File: config.mk
export PLATFORM = sky130hd
export DESIGN_NAME = pc_unit_flat
export DESIGN_NICKNAME = d
export VERILOG_FILES = /design/src/rtl/pc_unit_if.sv /design/src/rtl/pc_unit.sv /design/src/flat_wrapper.sv
export SDC_FILE = /design/constraint.sdc
export NUM_CORES = 1
export LEC_CHECK = 0
export CAP_MARGIN = 40
export CELL_PAD_IN_SITES_DETAIL_PLACEMENT = 1
export CELL_PAD_IN_SITES_GLOBAL_PLACEMENT = 1
export CORE_ASPECT_RATIO = 0.75
export CORE_MARGIN = 4
export CORE_UTILIZATION = 35
export CTS_CLUSTER_SIZE = 20
export DETAILED_ROUTE_END_ITERATION = 7
export HOLD_SLACK_MARGIN = 0.06
export PLACE_DENSITY_LB_ADDON = 0.1
export SETUP_SLACK_MARGIN = 0.02
export SYNTH_ARGS = -nofsm -noshare
export SYNTH_HDL_FRONTEND = slang
export SYNTH_SLANG_ARGS = --single-unit
File: constraint.sdc
create_clock -name clk -period 3.3 [get_ports clk]
set_input_delay 0.495 -clock clk [delete_from_list [all_inputs] [get_ports clk]]
set_output_delay 0.495 -clock clk [all_outputs]
set_load 0.05 [all_outputs]
File: src/rtl/pc_unit_if.sv
// rtl/pc_unit_if.sv - request/response bundle between the pipeline front end and pc_unit
interface pc_unit_if #(
  parameter int WIDTH = 32
);
  logic             stall;
  logic             halt;
  logic             branch_taken;
  logic [WIDTH-1:0] branch_base;
  logic             jalr_en;
  logic [WIDTH-1:0] jalr_base;
  logic [WIDTH-1:0] imm_op;
  logic             trap;
  logic [WIDTH-1:0] pc;
  logic [WIDTH-1:0] pc_plus;
  logic             fetch_valid;
  logic             flush;
  logic             misalign;

  modport master (
    output stall, halt, branch_taken, branch_base, jalr_en, jalr_base, imm_op, trap,
    input  pc, pc_plus, fetch_valid, flush, misalign
  );

  modport slave (
    input  stall, halt, branch_taken, branch_base, jalr_en, jalr_base, imm_op, trap,
    output pc, pc_plus, fetch_valid, flush, misalign
  );
endinterface

File: src/rtl/pc_unit.sv
// rtl/pc_unit.sv - program counter with prioritised redirects, deferred redirect under stall and halt FSM
// Optional target alignment check enabled by defining PC_MISALIGN_CHECK_EN.
module pc_unit #(
  parameter int          WIDTH        = 32,
  parameter logic [31:0] RESET_VECTOR = 32'h0000_0000,
  parameter logic [31:0] TRAP_VECTOR  = 32'h0000_0004,
  parameter int          INSTR_BYTES  = 4
) (
  input  logic      clk,
  input  logic      rst,
  pc_unit_if.slave  bus
);
  localparam logic [WIDTH-1:0] RST_PC  = WIDTH'(RESET_VECTOR);
  localparam logic [WIDTH-1:0] TRAP_PC = WIDTH'(TRAP_VECTOR);
  localparam logic [WIDTH-1:0] STEP    = WIDTH'(INSTR_BYTES);

  typedef enum logic [1:0] {S_BOOT, S_RUN, S_HALT} state_t;

  state_t           state_q, state_d;
  logic [WIDTH-1:0] pc_q, pc_d;
  logic [WIDTH-1:0] pend_q, pend_d;
  logic             pend_v_q, pend_v_d;
  logic [WIDTH-1:0] pc_plus;
  logic [WIDTH-1:0] br_tgt, jalr_sum, jalr_tgt, raw_target, target;
  logic             redirect, bad_align, fetch_valid;

  assign pc_plus  = pc_q + STEP;
  assign br_tgt   = bus.branch_base + bus.imm_op;
  assign jalr_sum = bus.jalr_base + bus.imm_op;
  assign jalr_tgt = {jalr_sum[WIDTH-1:1], 1'b0};
  assign redirect = bus.trap | bus.jalr_en | bus.branch_taken;

  // Priority within the cycle: trap, then JALR, then branch.
  assign raw_target = bus.trap    ? TRAP_PC  :
                      bus.jalr_en ? jalr_tgt : br_tgt;

`ifdef PC_MISALIGN_CHECK_EN
  // JALR already has bit0 cleared, so a two-bit test covers both kinds.
  assign bad_align = redirect && !bus.trap && (raw_target[1:0] != 2'b00);
  assign target    = bad_align ? TRAP_PC : raw_target;
`else
  assign bad_align = 1'b0;
  assign target    = raw_target;
`endif

  always_comb begin
    state_d     = state_q;
    pc_d        = pc_q;
    pend_d      = pend_q;
    pend_v_d    = pend_v_q;
    fetch_valid = 1'b0;
    case (state_q)
      S_BOOT: begin
        state_d = S_RUN;
        if (redirect) pc_d = target;
      end
      S_RUN: begin
        fetch_valid = 1'b1;
        if (redirect) begin
          if (bus.stall) begin
            pend_d   = target;
            pend_v_d = 1'b1;
          end else begin
            pc_d     = target;
            pend_v_d = 1'b0;
          end
        end else if (bus.halt) begin
          state_d = S_HALT;
        end else if (!bus.stall) begin
          pc_d     = pend_v_q ? pend_q : pc_plus;
          pend_v_d = 1'b0;
        end
      end
      S_HALT: begin
        if (redirect) begin
          pc_d     = target;
          pend_v_d = 1'b0;
          state_d  = S_RUN;
        end else if (!bus.halt) begin
          state_d  = S_RUN;
          if (pend_v_q) pc_d = pend_q;
          pend_v_d = 1'b0;
        end
      end
      default: state_d = S_BOOT;
    endcase
  end

  always_ff @(posedge clk or posedge rst) begin
    if (rst) begin
      state_q  <= S_BOOT;
      pc_q     <= RST_PC;
      pend_q   <= '0;
      pend_v_q <= 1'b0;
    end else begin
      state_q  <= state_d;
      pc_q     <= pc_d;
      pend_q   <= pend_d;
      pend_v_q <= pend_v_d;
    end
  end

  assign bus.pc          = pc_q;
  assign bus.pc_plus     = pc_plus;
  assign bus.fetch_valid = fetch_valid;
  assign bus.flush       = redirect & ~rst;
  assign bus.misalign    = bad_align & ~rst;
endmodule

File: src/flat_wrapper.sv
// flat-port wrapper written by rule: the top's interface ports become plain ports
module pc_unit_flat 
#(
  parameter int          WIDTH        = 32,
  parameter logic [31:0] RESET_VECTOR = 32'h0000_0000,
  parameter logic [31:0] TRAP_VECTOR  = 32'h0000_0004,
  parameter int          INSTR_BYTES  = 4
)
  (clk, rst, bus_stall, bus_halt, bus_branch_taken, bus_branch_base, bus_jalr_en, bus_jalr_base, bus_imm_op, bus_trap, bus_pc, bus_pc_plus, bus_fetch_valid, bus_flush, bus_misalign);
  pc_unit_if #(.WIDTH(WIDTH)) bus_i ();
  input  logic clk;
  input  logic rst;
  input wire logic [$bits(bus_i.stall)-1:0] bus_stall;
  input wire logic [$bits(bus_i.halt)-1:0] bus_halt;
  input wire logic [$bits(bus_i.branch_taken)-1:0] bus_branch_taken;
  input wire logic [$bits(bus_i.branch_base)-1:0] bus_branch_base;
  input wire logic [$bits(bus_i.jalr_en)-1:0] bus_jalr_en;
  input wire logic [$bits(bus_i.jalr_base)-1:0] bus_jalr_base;
  input wire logic [$bits(bus_i.imm_op)-1:0] bus_imm_op;
  input wire logic [$bits(bus_i.trap)-1:0] bus_trap;
  output wire logic [$bits(bus_i.pc)-1:0] bus_pc;
  output wire logic [$bits(bus_i.pc_plus)-1:0] bus_pc_plus;
  output wire logic [$bits(bus_i.fetch_valid)-1:0] bus_fetch_valid;
  output wire logic [$bits(bus_i.flush)-1:0] bus_flush;
  output wire logic [$bits(bus_i.misalign)-1:0] bus_misalign;
  assign bus_i.stall = bus_stall;
  assign bus_i.halt = bus_halt;
  assign bus_i.branch_taken = bus_branch_taken;
  assign bus_i.branch_base = bus_branch_base;
  assign bus_i.jalr_en = bus_jalr_en;
  assign bus_i.jalr_base = bus_jalr_base;
  assign bus_i.imm_op = bus_imm_op;
  assign bus_i.trap = bus_trap;
  assign bus_pc = bus_i.pc;
  assign bus_pc_plus = bus_i.pc_plus;
  assign bus_fetch_valid = bus_i.fetch_valid;
  assign bus_flush = bus_i.flush;
  assign bus_misalign = bus_i.misalign;
  pc_unit #(.WIDTH(WIDTH), .RESET_VECTOR(RESET_VECTOR), .TRAP_VECTOR(TRAP_VECTOR), .INSTR_BYTES(INSTR_BYTES)) u_core (.clk(clk), .rst(rst), .bus(bus_i));
endmodule
==> run_results.csv <==
group,metric,value,unit
global_routing,grt_pass1_wl,56.8,mm
global_routing,track_usage,26.1,%
clock_tree,cts_buffer_depth,2,
yosys,yosys.area_share.adder,10.2,%
yosys,seq_area_frac_synth,19.7,%
power_and_ir_drop,p_switching,4.28,mW
critical_path,end_kind,"register",
detailed_routing,drtPass1Iterations,5,
clock_tree,cts_htree_levels,3,
clock_tree,cts-root-buf,"clkbuf_16",
yosys,async_flop_share,100,%
detailed_routing,ant_nets,0,
power_and_ir_drop,finalPower,8.12,mW
flow_run,drv_cap,0,
place,hpwl,29.0,mm
timing,max_slew_margin,54.0,%
critical_path,crit_required,3.57,ns
global_routing,grt_pass1_vias,10229,
detailed_routing,dr.first_iter.drc_count,534,
timing,tns,0,ns
hold_path,hold_end,"u_core.pend_q[1]",
timing,rsz0062_at_grt,"no",
yosys,synth-compound-area-share,33.4,%
detailed_routing,via_per_inst,5.78,
timing,skew,0.00415,ns
detailed_routing,dr_wl_met2,16.0,mm
critical_path,reg2reg_setup_slack,0.60,ns
critical_path,r2r-start,"u_core.state_q[0]",
run_status,status,"complete, no violations",
yosys,synth_edf_count,0,
detailed_routing,drc_errors,0,
clock_tree,cts_buffers,9,
clock_tree,hold_buffers,0,
yosys,yosys.area_share.simple,22.4,%
hold_path,whs_path_depth,1,
power_and_ir_drop,pwr-share-seq,20.4,%
place,port_buffers,168,
yosys,syn_inst,1132,
clock_tree,insertion_delay,0.33,ns
clock_tree,cts_num_sinks,67,
floorplanning,start_util,35.6,%
critical_path,cp_max_fo,4,
global_routing,antenna_found_initial,0,
detailed_routing,vias,9924,
power_and_ir_drop,intPower,3.84,mW
yosys,ys_ff_latch,67,
global_routing,grt-ovfl-total,0,
power_and_ir_drop,swShare,52.7,%
power_and_ir_drop,cellLeakagePower,5.11,nW
detailed_routing,wl_met3,1.67,mm
yosys,synth_top_area_share,19.7,%
yosys,ys_types,99,
place,placed_cells,1700,
timing,fin_crit_sh,95.9,%
yosys,ys_top_cells_by_area,"dfrtp_1 (20%), ha_1 (9.7%), o21ai_0 (6.3%), nand2_1 (5.9%), a21oi_1 (5.4%)",
hold_path,hold_path.class,"register to register",
cells_and_area,fin_cells,1716,
yosys,mappedNetlistArea,8530,um^2
yosys,synth_top_family_by_area,"compound AO/OA/AOI/OAI gates",
critical_path,worst_ep_arrival_time,3.44,ns
yosys,synth-main-ff-cell,"dfrtp_1",
cells_and_area,drive_gt1_share,17.5,%
floorplanning,die_height,143,um
place,gp_congestion,0.902,
yosys,syn_nets,1303,
cells_and_area,fin_area,11700,um^2
critical_path,start_kind,"input port",
hold_path,hold_start,"u_core.pend_q[1]",
floorplanning,core-area,24000,um^2
timing,max_freq,316,MHz
clock_tree,path_clk_slew,0.06,ns
cells_and_area,nets,1551,
yosys,yosysTopAreaCell,"dfrtp_1",
cells_and_area,syn_to_final_growth,37.5,%
timing,setup_viol,0,
critical_path,r2r_end,"u_core.bus.pc[0]",
timing,worstMarginPinSlew,0.688,ns
yosys,yosysWarnings,0,
critical_path,ff2ff_path_depth,9,
power_and_ir_drop,comb_power_share,67.9,%
cells_and_area,antennaDiodeCount,0,
yosys,yosys-mux-area-fraction,3.42,%
power_and_ir_drop,ir_drop,0.667,mV
detailed_routing,drt-total-wl,35.9,mm
floorplanning,die_x,188,um
detailed_routing,routed.top_layer,"met4",
detailed_routing,wire_per_inst,20.9,um
timing,slew_viol_final,0,
global_routing,grt_max_degree,36,
detailed_routing,m1WireLength,17.2,mm
floorplanning,rows,49,
floorplanning,io_pins,170,
yosys,avgSynthCellArea,7.53,um^2
floorplanning,design.die.area,27000,um^2
power_and_ir_drop,pwr-share-clk,11.8,%
yosys,synthXorXnorAreaFrac,6.06,%
power_and_ir_drop,power.density,692,nW/um^2
timing,post-route-min-period,3.17,ns
timing,hold_viol,0,
place,place_area,11400,um^2
critical_path,path_class,"input port to register",
clock_tree,cts_tree,"done",
==> worst max path at each step <==
stage / from / end / slack (ns) / depth (start not counted)
after floorplan: u_core.bus.pc[2] / u_core.bus.pc[22] / 0.11 / 10
after global placement: bus_imm_op[1] / u_core.pend_q[22] / -0.20 / 11
after detailed placement: bus_imm_op[0] / u_core.pend_q[22] / -0.29 / 11
after CTS: bus_imm_op[0] / u_core.pend_q[22] / 0.08 / 11
after global routing: bus_jalr_base[0] / u_core.bus.pc[26] / 0.03 / 12
final: bus_imm_op[1] / u_core.bus.pc[26] / 0.13 / 12
==> metrics by stage <==
| step | util [%] | worst slack [ns] | hold WS, ns |
|---|---|---|---|
| finish | 48.9 | 0.135 | 0.481 |
| global route | 48.9 | 0.0331 | 0.500 |
| CTS | 48.7 | 0.0755 | 0.484 |
| detailed placement | 47.5 | -0.287 | 0.471 |
| global placement | 47.5 | -0.197 | 0.460 |
| floorplan | - | 0.115 | 0.444 |
==> sequential cells by signal, indices dropped and copies added, names as in the netlist <==
| name | count |
|---|---|
| u_core.bus.pc | 32 |
| u_core.pend_q | 32 |
| u_core.pend_v_q | 1 |
| u_core.state_q | 2 |
==> power by group through the flow <==
stage                     sequential [mW]  combinational [mW]  clock (mW)
after floorplan                      2.12                2.90           0
after global placement               1.64                5.38           0
after detailed placement             1.65                5.45           0
after CTS                            1.65                5.49       0.965
after global routing                 1.71                5.88        1.00
final                                1.65                5.51       0.954
==> timing repair <==
item                                   in CTS  in global routing
endpoints found under the hold margin       0                  0
setup endpoints to repair                   0                 13
setup buffers                               0                  0
gates resized for setup                     0                 11
==> Yosys cell counts, types with 7 or more instances <==
| library cell | count |
|---|---|
| a211oi_1 | 14 |
| a21o_1 | 27 |
| a21oi_1 | 92 |
| a31oi_1 | 13 |
| and2_1 | 8 |
| and3_1 | 20 |
| buf_2 | 13 |
| clkbuf_1 | 47 |
| dfrtp_1 | 67 |
| ha_1 | 66 |
| inv_1 | 32 |
| mux2_2 | 13 |
| mux2i_1 | 13 |
| nand2_1 | 135 |
| nand2b_1 | 15 |
| nand3_1 | 31 |
| nand4_1 | 19 |
| nor2_1 | 75 |
| nor2b_1 | 8 |
| nor3_1 | 23 |
| o211ai_1 | 14 |
| o21a_1 | 15 |
| o21ai_0 | 108 |
| o21ai_1 | 11 |
| o22ai_1 | 7 |
| o31a_1 | 14 |
| o31ai_1 | 12 |
| or3_1 | 10 |
| xnor2_1 | 39 |
| xor2_1 | 20 |
==> cell families after synthesis <==
kind of cell,Yosys count
adder cells (fa/ha/maj),68
other,1
flip-flops,67
buffers and inverters,102
AND/OR/NAND/NOR,386
multiplexers,27
AO/OA/AOI/OAI,422
XOR/XNOR,59
==> layout by cell type, fill, tap and decap left out, types with 15 or more instances in the layout <==
cell type | Yosys | layout
a21o_1 | 27 | 27
a21oi_1 | 92 | 91
and3_1 | 20 | 20
buf_4 | 3 | 150
clkdlybuf4s50_1 | 0 | 149
dfrtp_1 | 67 | 67
ha_1 | 66 | 66
inv_1 | 32 | 31
nand2_1 | 135 | 135
nand3_1 | 31 | 30
nand4_1 | 19 | 19
nor2_1 | 75 | 75
nor3_1 | 23 | 22
o21a_1 | 15 | 15
o21ai_0 | 108 | 107
xnor2_1 | 39 | 38
xor2_1 | 20 | 20
==> layer usage <==
layer | vias to the layer above | track usage, %
met3 | 59 | 4.72
met1 | 4878 | 35.6
met2 | 276 | 42.3
li1 | 4711 | -
met4 | 0 | 8.11
met5 | - | 0
==> worst max-delay path: stages <==
cell             delay, ns
clkdlybuf4s50_1       0.49
inv_1                 0.08
fa_2                  0.40
nand2b_4              0.15
a21o_1                0.19
a211o_1               0.39
a211o_1               0.39
buf_4                 0.16
nand4_1               0.09
o221ai_2              0.11
a2111oi_2             0.34
a221o_1               0.15
==> layout make-up <==
class | count | area (um^2)
Clock buffer | 15 | 288
Clock inverter | 1 | 5.00
Fill cell | 2968 | 12200
Inverter | 32 | 120
Multi-Input combinational cell | 963 | 6490
Sequential cell | 67 | 1680
Tap cell | 331 | 414
Timing Repair Buffer | 307 | 2740
Note: power is estimated with default switching activity, not from simulation.
